**src/rtl/rp_8bit_asm_enc_if.sv**
```systemverilog
// rp_8bit assembler back end: instruction in, program words out.
// master drives instructions and o_rdy; slave is the encoder.
interface rp_8bit_asm_enc_if #(
  parameter int CW = 16
);
  logic          i_vld;
  logic          i_rdy;
  logic [4:0]    i_op;
  logic [4:0]    i_rd;
  logic [4:0]    i_rr;
  logic [2:0]    i_b;
  logic [21:0]   i_k;
  logic          o_vld;
  logic          o_rdy;
  logic [15:0]   o_word;
  logic          o_last;
  logic          o_err;
  logic [CW-1:0] o_cnt;

  modport master (
    output i_vld, i_op, i_rd, i_rr, i_b, i_k, o_rdy,
    input  i_rdy, o_vld, o_word, o_last, o_err, o_cnt
  );

  modport slave (
    input  i_vld, i_op, i_rd, i_rr, i_b, i_k, o_rdy,
    output i_rdy, o_vld, o_word, o_last, o_err, o_cnt
  );
endinterface

```
**src/rtl/rp_8bit_asm_enc.sv**
```systemverilog
// rp_8bit instruction encoder: symbolic op + operands -> AVR words.
// Two-word ops (jmp/call/lds/sts) park word2 until word1 drains.
module rp_8bit_asm_enc #(
  parameter int CW = 16
) (
  input logic clk,
  input logic rst,
  rp_8bit_asm_enc_if.slave bus
);
  typedef enum logic [1:0] {
    EMPTY, ONE, W1, W2
  } state_t;

  state_t        state, state_n;
  logic [15:0]   word_q, word_n;
  logic [15:0]   w2_q, w2_n;
  logic          err_q, err_n;
  logic [CW-1:0] cnt_q;

  logic [15:0] enc1, enc2;
  logic        two, ill;
  logic [4:0]  d, r;
  logic [21:0] k;
  logic        k8_ovf, k16_ovf, k6_ovf;
  logic        s12_ok, s7_ok;
  logic [15:0] rr_f, im_f, br_f;
  logic        accept, take;

  assign d = bus.i_rd;
  assign r = bus.i_rr;
  assign k = bus.i_k;

  assign k8_ovf  = |k[21:8];
  assign k16_ovf = |k[21:16];
  assign k6_ovf  = |k[21:6];
  // signed word offsets: upper bits must be pure sign extension
  assign s12_ok  = (&k[21:11]) | ~(|k[21:11]);
  assign s7_ok   = (&k[21:6]) | ~(|k[21:6]);

  assign rr_f = {6'b0, r[4], d, r[3:0]};
  assign im_f = {4'b0, k[7:4], d[3:0], k[3:0]};
  assign br_f = {6'b0, k[6:0], bus.i_b};

  always_comb begin
    enc1 = 16'h0000;
    enc2 = k[15:0];
    two  = 1'b0;
    ill  = 1'b0;
    unique case (bus.i_op)
      5'd0:  enc1 = 16'h0000;
      5'd1:  enc1 = 16'h2C00 | rr_f;
      5'd2:  enc1 = 16'h0C00 | rr_f;
      5'd3:  enc1 = 16'h1C00 | rr_f;
      5'd4:  enc1 = 16'h1800 | rr_f;
      5'd5:  enc1 = 16'h0800 | rr_f;
      5'd6:  enc1 = 16'h2000 | rr_f;
      5'd7:  enc1 = 16'h2800 | rr_f;
      5'd8:  enc1 = 16'h2400 | rr_f;
      5'd9:  enc1 = 16'h1400 | rr_f;
      5'd10: enc1 = 16'h0400 | rr_f;
      5'd11: enc1 = 16'h1000 | rr_f;
      5'd12: begin
        enc1 = 16'hE000 | im_f;
        ill  = ~d[4] | k8_ovf;
      end
      5'd13: begin
        enc1 = 16'h3000 | im_f;
        ill  = ~d[4] | k8_ovf;
      end
      5'd14: begin
        enc1 = 16'h5000 | im_f;
        ill  = ~d[4] | k8_ovf;
      end
      5'd15: begin
        enc1 = 16'h4000 | im_f;
        ill  = ~d[4] | k8_ovf;
      end
      5'd16: begin
        enc1 = 16'h6000 | im_f;
        ill  = ~d[4] | k8_ovf;
      end
      5'd17: begin
        enc1 = 16'h7000 | im_f;
        ill  = ~d[4] | k8_ovf;
      end
      5'd18: begin
        enc1 = {4'hC, k[11:0]};
        ill  = ~s12_ok;
      end
      5'd19: begin
        enc1 = {4'hD, k[11:0]};
        ill  = ~s12_ok;
      end
      5'd20, 5'd21: begin
        enc1 = 16'h940C | {7'b0, k[21:17], 3'b0, k[16]};
        enc1 = enc1 | {14'b0, bus.i_op[0], 1'b0};
        two  = 1'b1;
      end
      5'd22: begin
        enc1 = 16'h9000 | {7'b0, d, 4'b0};
        two  = 1'b1;
        ill  = k16_ovf;
      end
      5'd23: begin
        enc1 = 16'h9200 | {7'b0, r, 4'b0};
        two  = 1'b1;
        ill  = k16_ovf;
      end
      5'd24: begin
        enc1 = 16'hB000 | {5'b0, k[5:4], d, k[3:0]};
        ill  = k6_ovf;
      end
      5'd25: begin
        enc1 = 16'hB800 | {5'b0, k[5:4], r, k[3:0]};
        ill  = k6_ovf;
      end
      5'd26: enc1 = 16'h920F | {7'b0, r, 4'b0};
      5'd27: enc1 = 16'h900F | {7'b0, d, 4'b0};
      5'd28: enc1 = 16'h9508;
      5'd29: enc1 = 16'h9518;
      5'd30: begin
        enc1 = 16'hF000 | br_f;
        ill  = ~s7_ok;
      end
      5'd31: begin
        enc1 = 16'hF400 | br_f;
        ill  = ~s7_ok;
      end
    endcase
  end

  assign bus.i_rdy  = (state == EMPTY) |
                      (((state == ONE) | (state == W2)) & bus.o_rdy);
  assign bus.o_vld  = (state != EMPTY);
  assign bus.o_last = (state == ONE) | (state == W2);
  assign bus.o_word = word_q;
  assign bus.o_err  = err_q;
  assign bus.o_cnt  = cnt_q;

  assign accept = bus.i_vld & bus.i_rdy;
  assign take   = bus.o_vld & bus.o_rdy;

  always_comb begin
    state_n = state;
    word_n  = word_q;
    w2_n    = w2_q;
    err_n   = 1'b0;
    if (take) begin
      if (state == W1) begin
        state_n = W2;
        word_n  = w2_q;
      end else begin
        state_n = EMPTY;
      end
    end
    if (accept) begin
      if (ill) begin
        err_n   = 1'b1;
        state_n = EMPTY;
      end else begin
        word_n  = enc1;
        w2_n    = enc2;
        state_n = two ? W1 : ONE;
      end
    end
  end

  always_ff @(posedge clk) begin
    if (rst) begin
      state  <= EMPTY;
      word_q <= 16'h0000;
      w2_q   <= 16'h0000;
      err_q  <= 1'b0;
      cnt_q  <= '0;
    end else begin
      state  <= state_n;
      word_q <= word_n;
      w2_q   <= w2_n;
      err_q  <= err_n;
      if (take)
        cnt_q <= cnt_q + 1'b1;
    end
  end
endmodule

```
**src/flat_wrapper.sv**
```systemverilog
// flat-port wrapper written by rule: the top's interface ports become plain ports
module rp_8bit_asm_enc_flat 
#(
  parameter int CW = 16
)
  (clk, rst, bus_i_vld, bus_i_op, bus_i_rd, bus_i_rr, bus_i_b, bus_i_k, bus_o_rdy, bus_i_rdy, bus_o_vld, bus_o_word, bus_o_last, bus_o_err, bus_o_cnt);
  rp_8bit_asm_enc_if #(.CW(CW)) bus_i ();
  input logic clk;
  input logic rst;
  input wire logic [$bits(bus_i.i_vld)-1:0] bus_i_vld;
  input wire logic [$bits(bus_i.i_op)-1:0] bus_i_op;
  input wire logic [$bits(bus_i.i_rd)-1:0] bus_i_rd;
  input wire logic [$bits(bus_i.i_rr)-1:0] bus_i_rr;
  input wire logic [$bits(bus_i.i_b)-1:0] bus_i_b;
  input wire logic [$bits(bus_i.i_k)-1:0] bus_i_k;
  input wire logic [$bits(bus_i.o_rdy)-1:0] bus_o_rdy;
  output wire logic [$bits(bus_i.i_rdy)-1:0] bus_i_rdy;
  output wire logic [$bits(bus_i.o_vld)-1:0] bus_o_vld;
  output wire logic [$bits(bus_i.o_word)-1:0] bus_o_word;
  output wire logic [$bits(bus_i.o_last)-1:0] bus_o_last;
  output wire logic [$bits(bus_i.o_err)-1:0] bus_o_err;
  output wire logic [$bits(bus_i.o_cnt)-1:0] bus_o_cnt;
  assign bus_i.i_vld = bus_i_vld;
  assign bus_i.i_op = bus_i_op;
  assign bus_i.i_rd = bus_i_rd;
  assign bus_i.i_rr = bus_i_rr;
  assign bus_i.i_b = bus_i_b;
  assign bus_i.i_k = bus_i_k;
  assign bus_i.o_rdy = bus_o_rdy;
  assign bus_i_rdy = bus_i.i_rdy;
  assign bus_o_vld = bus_i.o_vld;
  assign bus_o_word = bus_i.o_word;
  assign bus_o_last = bus_i.o_last;
  assign bus_o_err = bus_i.o_err;
  assign bus_o_cnt = bus_i.o_cnt;
  rp_8bit_asm_enc #(.CW(CW)) u_core (.clk(clk), .rst(rst), .bus(bus_i));
endmodule
```
**config.mk**
```make
export PLATFORM = sky130hd
export DESIGN_NAME = rp_8bit_asm_enc_flat
export DESIGN_NICKNAME = d
export VERILOG_FILES = /design/src/rtl/rp_8bit_asm_enc_if.sv /design/src/rtl/rp_8bit_asm_enc.sv /design/src/flat_wrapper.sv
export SDC_FILE = /design/constraint.sdc
export NUM_CORES = 1
export LEC_CHECK = 0
export CAP_MARGIN = 10
export CORE_UTILIZATION = 50
export CTS_CLUSTER_SIZE = 25
export DETAILED_ROUTE_END_ITERATION = 16
export PLACE_DENSITY_LB_ADDON = 0.08
export SLEW_MARGIN = 20
export SYNTH_ARGS = -nofsm -noshare
export SYNTH_HDL_FRONTEND = slang
export SYNTH_SLANG_ARGS = --single-unit
```
**constraint.sdc**
```tcl
create_clock -name clk -period 3.4 [get_ports clk]
set_clock_uncertainty 0.1 [all_clocks]
set_input_delay 0.68 -clock clk [delete_from_list [all_inputs] [get_ports clk]]
set_output_delay 0.68 -clock clk [all_outputs]
set_load 0.01 [all_outputs]
```
Yosys cells after proc, flatten, opt, wreduce, memory -nomap -nowiden:

Cells that the tools add are included.

* logic and storage cells: 88
* register bits: 51
* output and inout port bits: 36
* input port bits: 44

* bitwise gates (word level): 16
* add/subtract/negate cells: 1
* eq/ne operators: 34
* reductions and logical operators: 19
* multiplexer cells: 13

Operators by type and width (number)
* $pmux 16 s31: 1
* $eq 5x5->1 const B: 16
* $mux 16: 4
* $eq 5x4->1 const B: 8
* $eq 5x3->1 const B: 4
* $add 16x1->16 const B: 1
* $or 16x2->16: 1
* $reduce_and 16->1: 1
* $reduce_or 16->1: 1
* $reduce_or 14->1: 1
* $reduce_or 2->1: 6
* $reduce_or 6->1: 2
* $reduce_and 11->1: 1
* $reduce_or 11->1: 1
* $eq 5x2->1 const B: 2
* $mux 2: 5
* $not 1->1: 7
* $eq 5x1->1 const B: 1
* $logic_not 5->1: 1
* $or 1x1->1: 5
* $pmux 1 s5: 1
* $eq 2x2->1 const B: 2
* $reduce_bool 2->1: 2
* $reduce_or 4->1: 1
* 5 further kinds: 8

Depth between registers and ports, before layout:

* depth after elaboration: 7
* gate-level depth with buffers: 9

Worst setup path after synthesis:

No wires, ideal clock.

* path kind: in2reg
* start: in bus_i_k[11]
* end: reg u_core.word_q[5], in the netlist u_core.bus.o_word[5]
* data required time: 3.166 ns
* stages on the path: 8
* data arrival time: 2.626 ns
* path buffers: 2
* setup time: 0.134 ns
* setup slack: 0.540 ns
* path through: or4_4 -> nor4_4 -> nor4_2 -> or4_4 -> buf_6 -> buf_6 -> nor3_1 -> a211oi_1

* word-level cells in the longest chain between the ends: 7
* elaborated cells between the ends (all ways): 15

RTL lines
* from (decl): RTL line flat_wrapper.sv:15 `input wire logic [$bits(bus_i.i_k)-1:0] bus_i_k;`
* $reduce_or 16->1 / $reduce_or 11->1 (equally long branches): RTL line rp_8bit_asm_enc.sv:35, rp_8bit_asm_enc.sv:38, rp_8bit_asm_enc.sv:37
* $not 1->1 (on tied branches): RTL line rp_8bit_asm_enc.sv:38, rp_8bit_asm_enc.sv:37
* $or 1x1->1 (on tied branches): RTL line rp_8bit_asm_enc.sv:38, rp_8bit_asm_enc.sv:37
* $not 1->1 (on tied branches)
* $pmux 1 s5 (*): RTL line rp_8bit_asm_enc.sv:49 `unique case (bus.i_op)`
* $mux 16 (*): RTL line rp_8bit_asm_enc.sv:157 `if (ill) begin`
* $mux 16 (*): RTL line rp_8bit_asm_enc.sv:156 `if (accept) begin`
* to (signal assigned): RTL line rp_8bit_asm_enc.sv:177 `word_q <= word_n;`
* to (decl): RTL line rp_8bit_asm_enc.sv:15 `logic [15:0] word_q, word_n;`

Every way passes the cells marked *; elsewhere a longest branch is shown, timed or not.
A chain may end at the register's enable or synchronous reset.

Worst setup path in the final report:

* start: in bus_i_k[11]
* end: reg u_core.w2_q[9]

* word-level cells in the longest chain between the ends: 7
* elaborated cells between the ends (all ways): 15

RTL lines
* $reduce_or 16->1 / $reduce_or 11->1 (equally long branches): RTL line rp_8bit_asm_enc.sv:35, rp_8bit_asm_enc.sv:38, rp_8bit_asm_enc.sv:37
* $not 1->1 (on tied branches): RTL line rp_8bit_asm_enc.sv:38, rp_8bit_asm_enc.sv:37
* $or 1x1->1 (on tied branches): RTL line rp_8bit_asm_enc.sv:38, rp_8bit_asm_enc.sv:37
* $not 1->1 (on tied branches)
* $pmux 1 s5 (*): RTL line rp_8bit_asm_enc.sv:49
* $not 1->1 (no line) (*)
* $reduce_and 2->1 (no line) (*)
* to (signal assigned): RTL line rp_8bit_asm_enc.sv:178 `w2_q <= w2_n;`
* to (decl): RTL line rp_8bit_asm_enc.sv:16 `logic [15:0] w2_q, w2_n;`

Marks and branches as above.

==> flow_summary.ini <==
[status]
status = finished clean

[die]
die_w_um = 81.9
core_area_um2 = 6030
die_area_um2 = 6700
die_y_um = 81.9
io_pins = 80
initial_core_util_pct = 52.9
row_count = 28

[worst_hold_path]
hold_class = reg2reg
hold_start = u_core.w2_q[6]$_SDFFE_PP0P_
hold_path_depth = 2
hold_end = u_core.w2_q[6]$_SDFFE_PP0P_

[route]
drt_first_pass_iters = 9
drtAntennaViolNets = 0
avgViaCountPerCell = 6.22
wl_per_cell_um = 17.5
route.detailed.drc = 0
vias = 3529
wirelength_mm = 9.90
drt_iter0_drc = 255

[global_routing]
grt_max_degree = 37
first_global_vias = 3177
antenna_found_initial = 0
grt_pass1_wl_mm = 15.7
grt_overflow = 0
grt_usage_pct = 30.4

[pwr]
finalPower_mw = 1.44
p_leak_nw = 1.69
worst_ir_drop_vdd_v = 0.000304
p_per_area_nw_per_um2 = 336

[synth]
synthArstFlopShare_pct = 0
syn-cell-area_um2 = 3190
synth_edf_count = 0
synth_area_per_cell_um2 = 7.88
synth_cell_types = 54
yosysTopAreaCellShare_pct = 32.0
synth_seq_area_share_pct = 32.0
synth_ff_type = dfxtp_1
yosys.area.top_type = dfxtp_1
synth_area_leaders = dfxtp_1 (32%), nand3_1 (5.5%), mux2i_1 (5.3%), a21oi_1 (4.5%), o21ai_0 (4.1%)
synth-seq-cells = 51
syn_nets = 450
yosysWarningCount = 0
syn_inst = 405
yosysMostFrequentCell = dfxtp_1
synth_common_cells = dfxtp_1 (51), nand3_1 (35), a21oi_1 (29)

[critical_path]
r2r_cells = 7
cp.required_ps = 3460
r2r_slack_ps = 1280
critPathCaptureType = flop
crit_path_top_delay_cell = or4_4
slowest_delay_ps = 670
crit_top_cell = or4_4
worstSetupPathType = in2reg
r2r_start = u_core.state[0]$_SDFFE_PP0P_
crit_arrival_ps = 3210
cp_max_fo = 18
r2r-end = u_core.w2_q[9]$_SDFFE_PP0P_
path_cells = clkdlybuf4s50_1, or4_4, nor4_4, nor4_2, or4_4, buf_12, o21ai_0, a21oi_1
start_kind = input port

[clock_network]
clock_sinks = 51
hold_buffers = 0
cts_tree = yes
cts_resized = 0
postCtsSetupRepairBufs = 0
cts_buffers = 5
clk_path_buf_depth = 2
clk_pin_slew_ps = 90
clock_latency_ps = 290
clockRootBuffer = clkbuf_8
cts.htree.levels = 2

[timing]
slew_viol_final = 0
worst_slack_ps = 248
max_slew.worst_pin.slew_ps = 560
slew_headroom_pct = 62.4
hold_viol = 0
period_share_pct = 92.7
fmax_mhz = 317
finalCriticalPeriod_ps = 3150
rsz0062_at_grt = no
finalSetupViolCount = 0

[layout]
fin_nets = 537
nFillCells = 530
final_area_um2 = 4300
drive_gt1_share_pct = 11.0
final_cell_count_no_fill = 567
syn2layout_area_growth_pct = 34.9
diodes = 0

[placed_design]
gp_congestion = 0.971
hpwl_mm = 7.68
place_area_um2 = 4200
place_ws_ps = -29.8
io_buffers = 79
dp.cells = 560

[flow_run]
cap_violations = 0
[cells in the final DEF (no fill, tap or decap), types with 10 or more instances in the layout]
cell type / instances
a21oi_1: 29
buf_4: 35
clkdlybuf4s50_1: 79
dfxtp_1: 51
mux2i_1: 17
nand2_1: 24
nand3_1: 35
nand4_1: 11
nor2_1: 28
nor3_1: 13
o21ai_0: 26
xor2_1: 10
[report_power, final]
part / switching, mW / internal, mW
combinational: 0.202 / 0.194
sequential: 0.0193 / 0.630
clock: 0.183 / 0.216
[stage by stage]
step	TNS (ps)	hold WS [ps]	utilization [%]
2_1_floorplan	0	353	-
3_3_place_gp	0	364	69.7
3_5_place_dp	-109	375	69.7
4_1_cts	0	387	71.4
5_1_grt	0	404	71.4
6_report	0	385	71.4
[logic make-up after synthesis]
logic type,synth area share (%)
AO/OA/AOI/OAI,24.8
XOR/XNOR,4.12
adder cells (fa/ha/maj),0.392
buffers and inverters,5.96
flip-flops,32.0
multiplexers,6.04
AND/OR/NAND/NOR,26.7
[layout make-up]
type                            instances  area [um^2]  share of cell area [%]
Inverter                                9         33.8                   0.785
Multi-Input combinational cell        310         1980                    46.0
Timing Repair Buffer                  115         1070                    24.9
Sequential cell                        51         1020                    23.7
Clock inverter                          1         30.0                   0.698
Clock buffer                            6         72.6                    1.69
Tap cell                               75         93.8                    2.18
[sequential cells by signal, summed over array words and instances (netlist names)]
signal	cells
u_core.w2_q	16
u_core.bus.o_word	16
u_core.bus.o_cnt	16
u_core.state	2
u_core.bus.o_err	1
[per-layer routing]
metal / up-vias / track usage [%] / wire (um) / share of wire (%)
met4: 0 / 5.61 / 102 / 1.0
met5: - / 0 / 0 / 0
met2: 170 / 47.9 / 4550 / 46
li1: 1683 / - / - / -
met1: 1664 / 43.9 / 4440 / 45
met3: 12 / 4.22 / 802 / 8.1
[worst max-delay path, delay by kind of cell]
| family | cells | cell delay [ps] |
|---|---|---|
| buf+inv | 2 | 650 |
| simple gates | 4 | 1640 |
| compound gates | 2 | 230 |
[how the worst max path moves through the flow]
stage,from,to,depth (start not counted)
3_3_place_gp,bus_i_k[11],u_core.w2_q[9]$_SDFFE_PP0P_,8
4_1_cts,bus_i_k[11],u_core.w2_q[9]$_SDFFE_PP0P_,8
3_5_place_dp,bus_i_k[11],u_core.w2_q[11]$_SDFFE_PP0P_,8
2_1_floorplan,bus_i_k[11],u_core.bus.o_word[5]$_SDFF_PP0_,8
5_1_grt,bus_i_k[11],u_core.w2_q[8]$_SDFFE_PP0P_,8
6_report,bus_i_k[11],u_core.w2_q[9]$_SDFFE_PP0P_,8
Power figures use the tool's default switching activity.
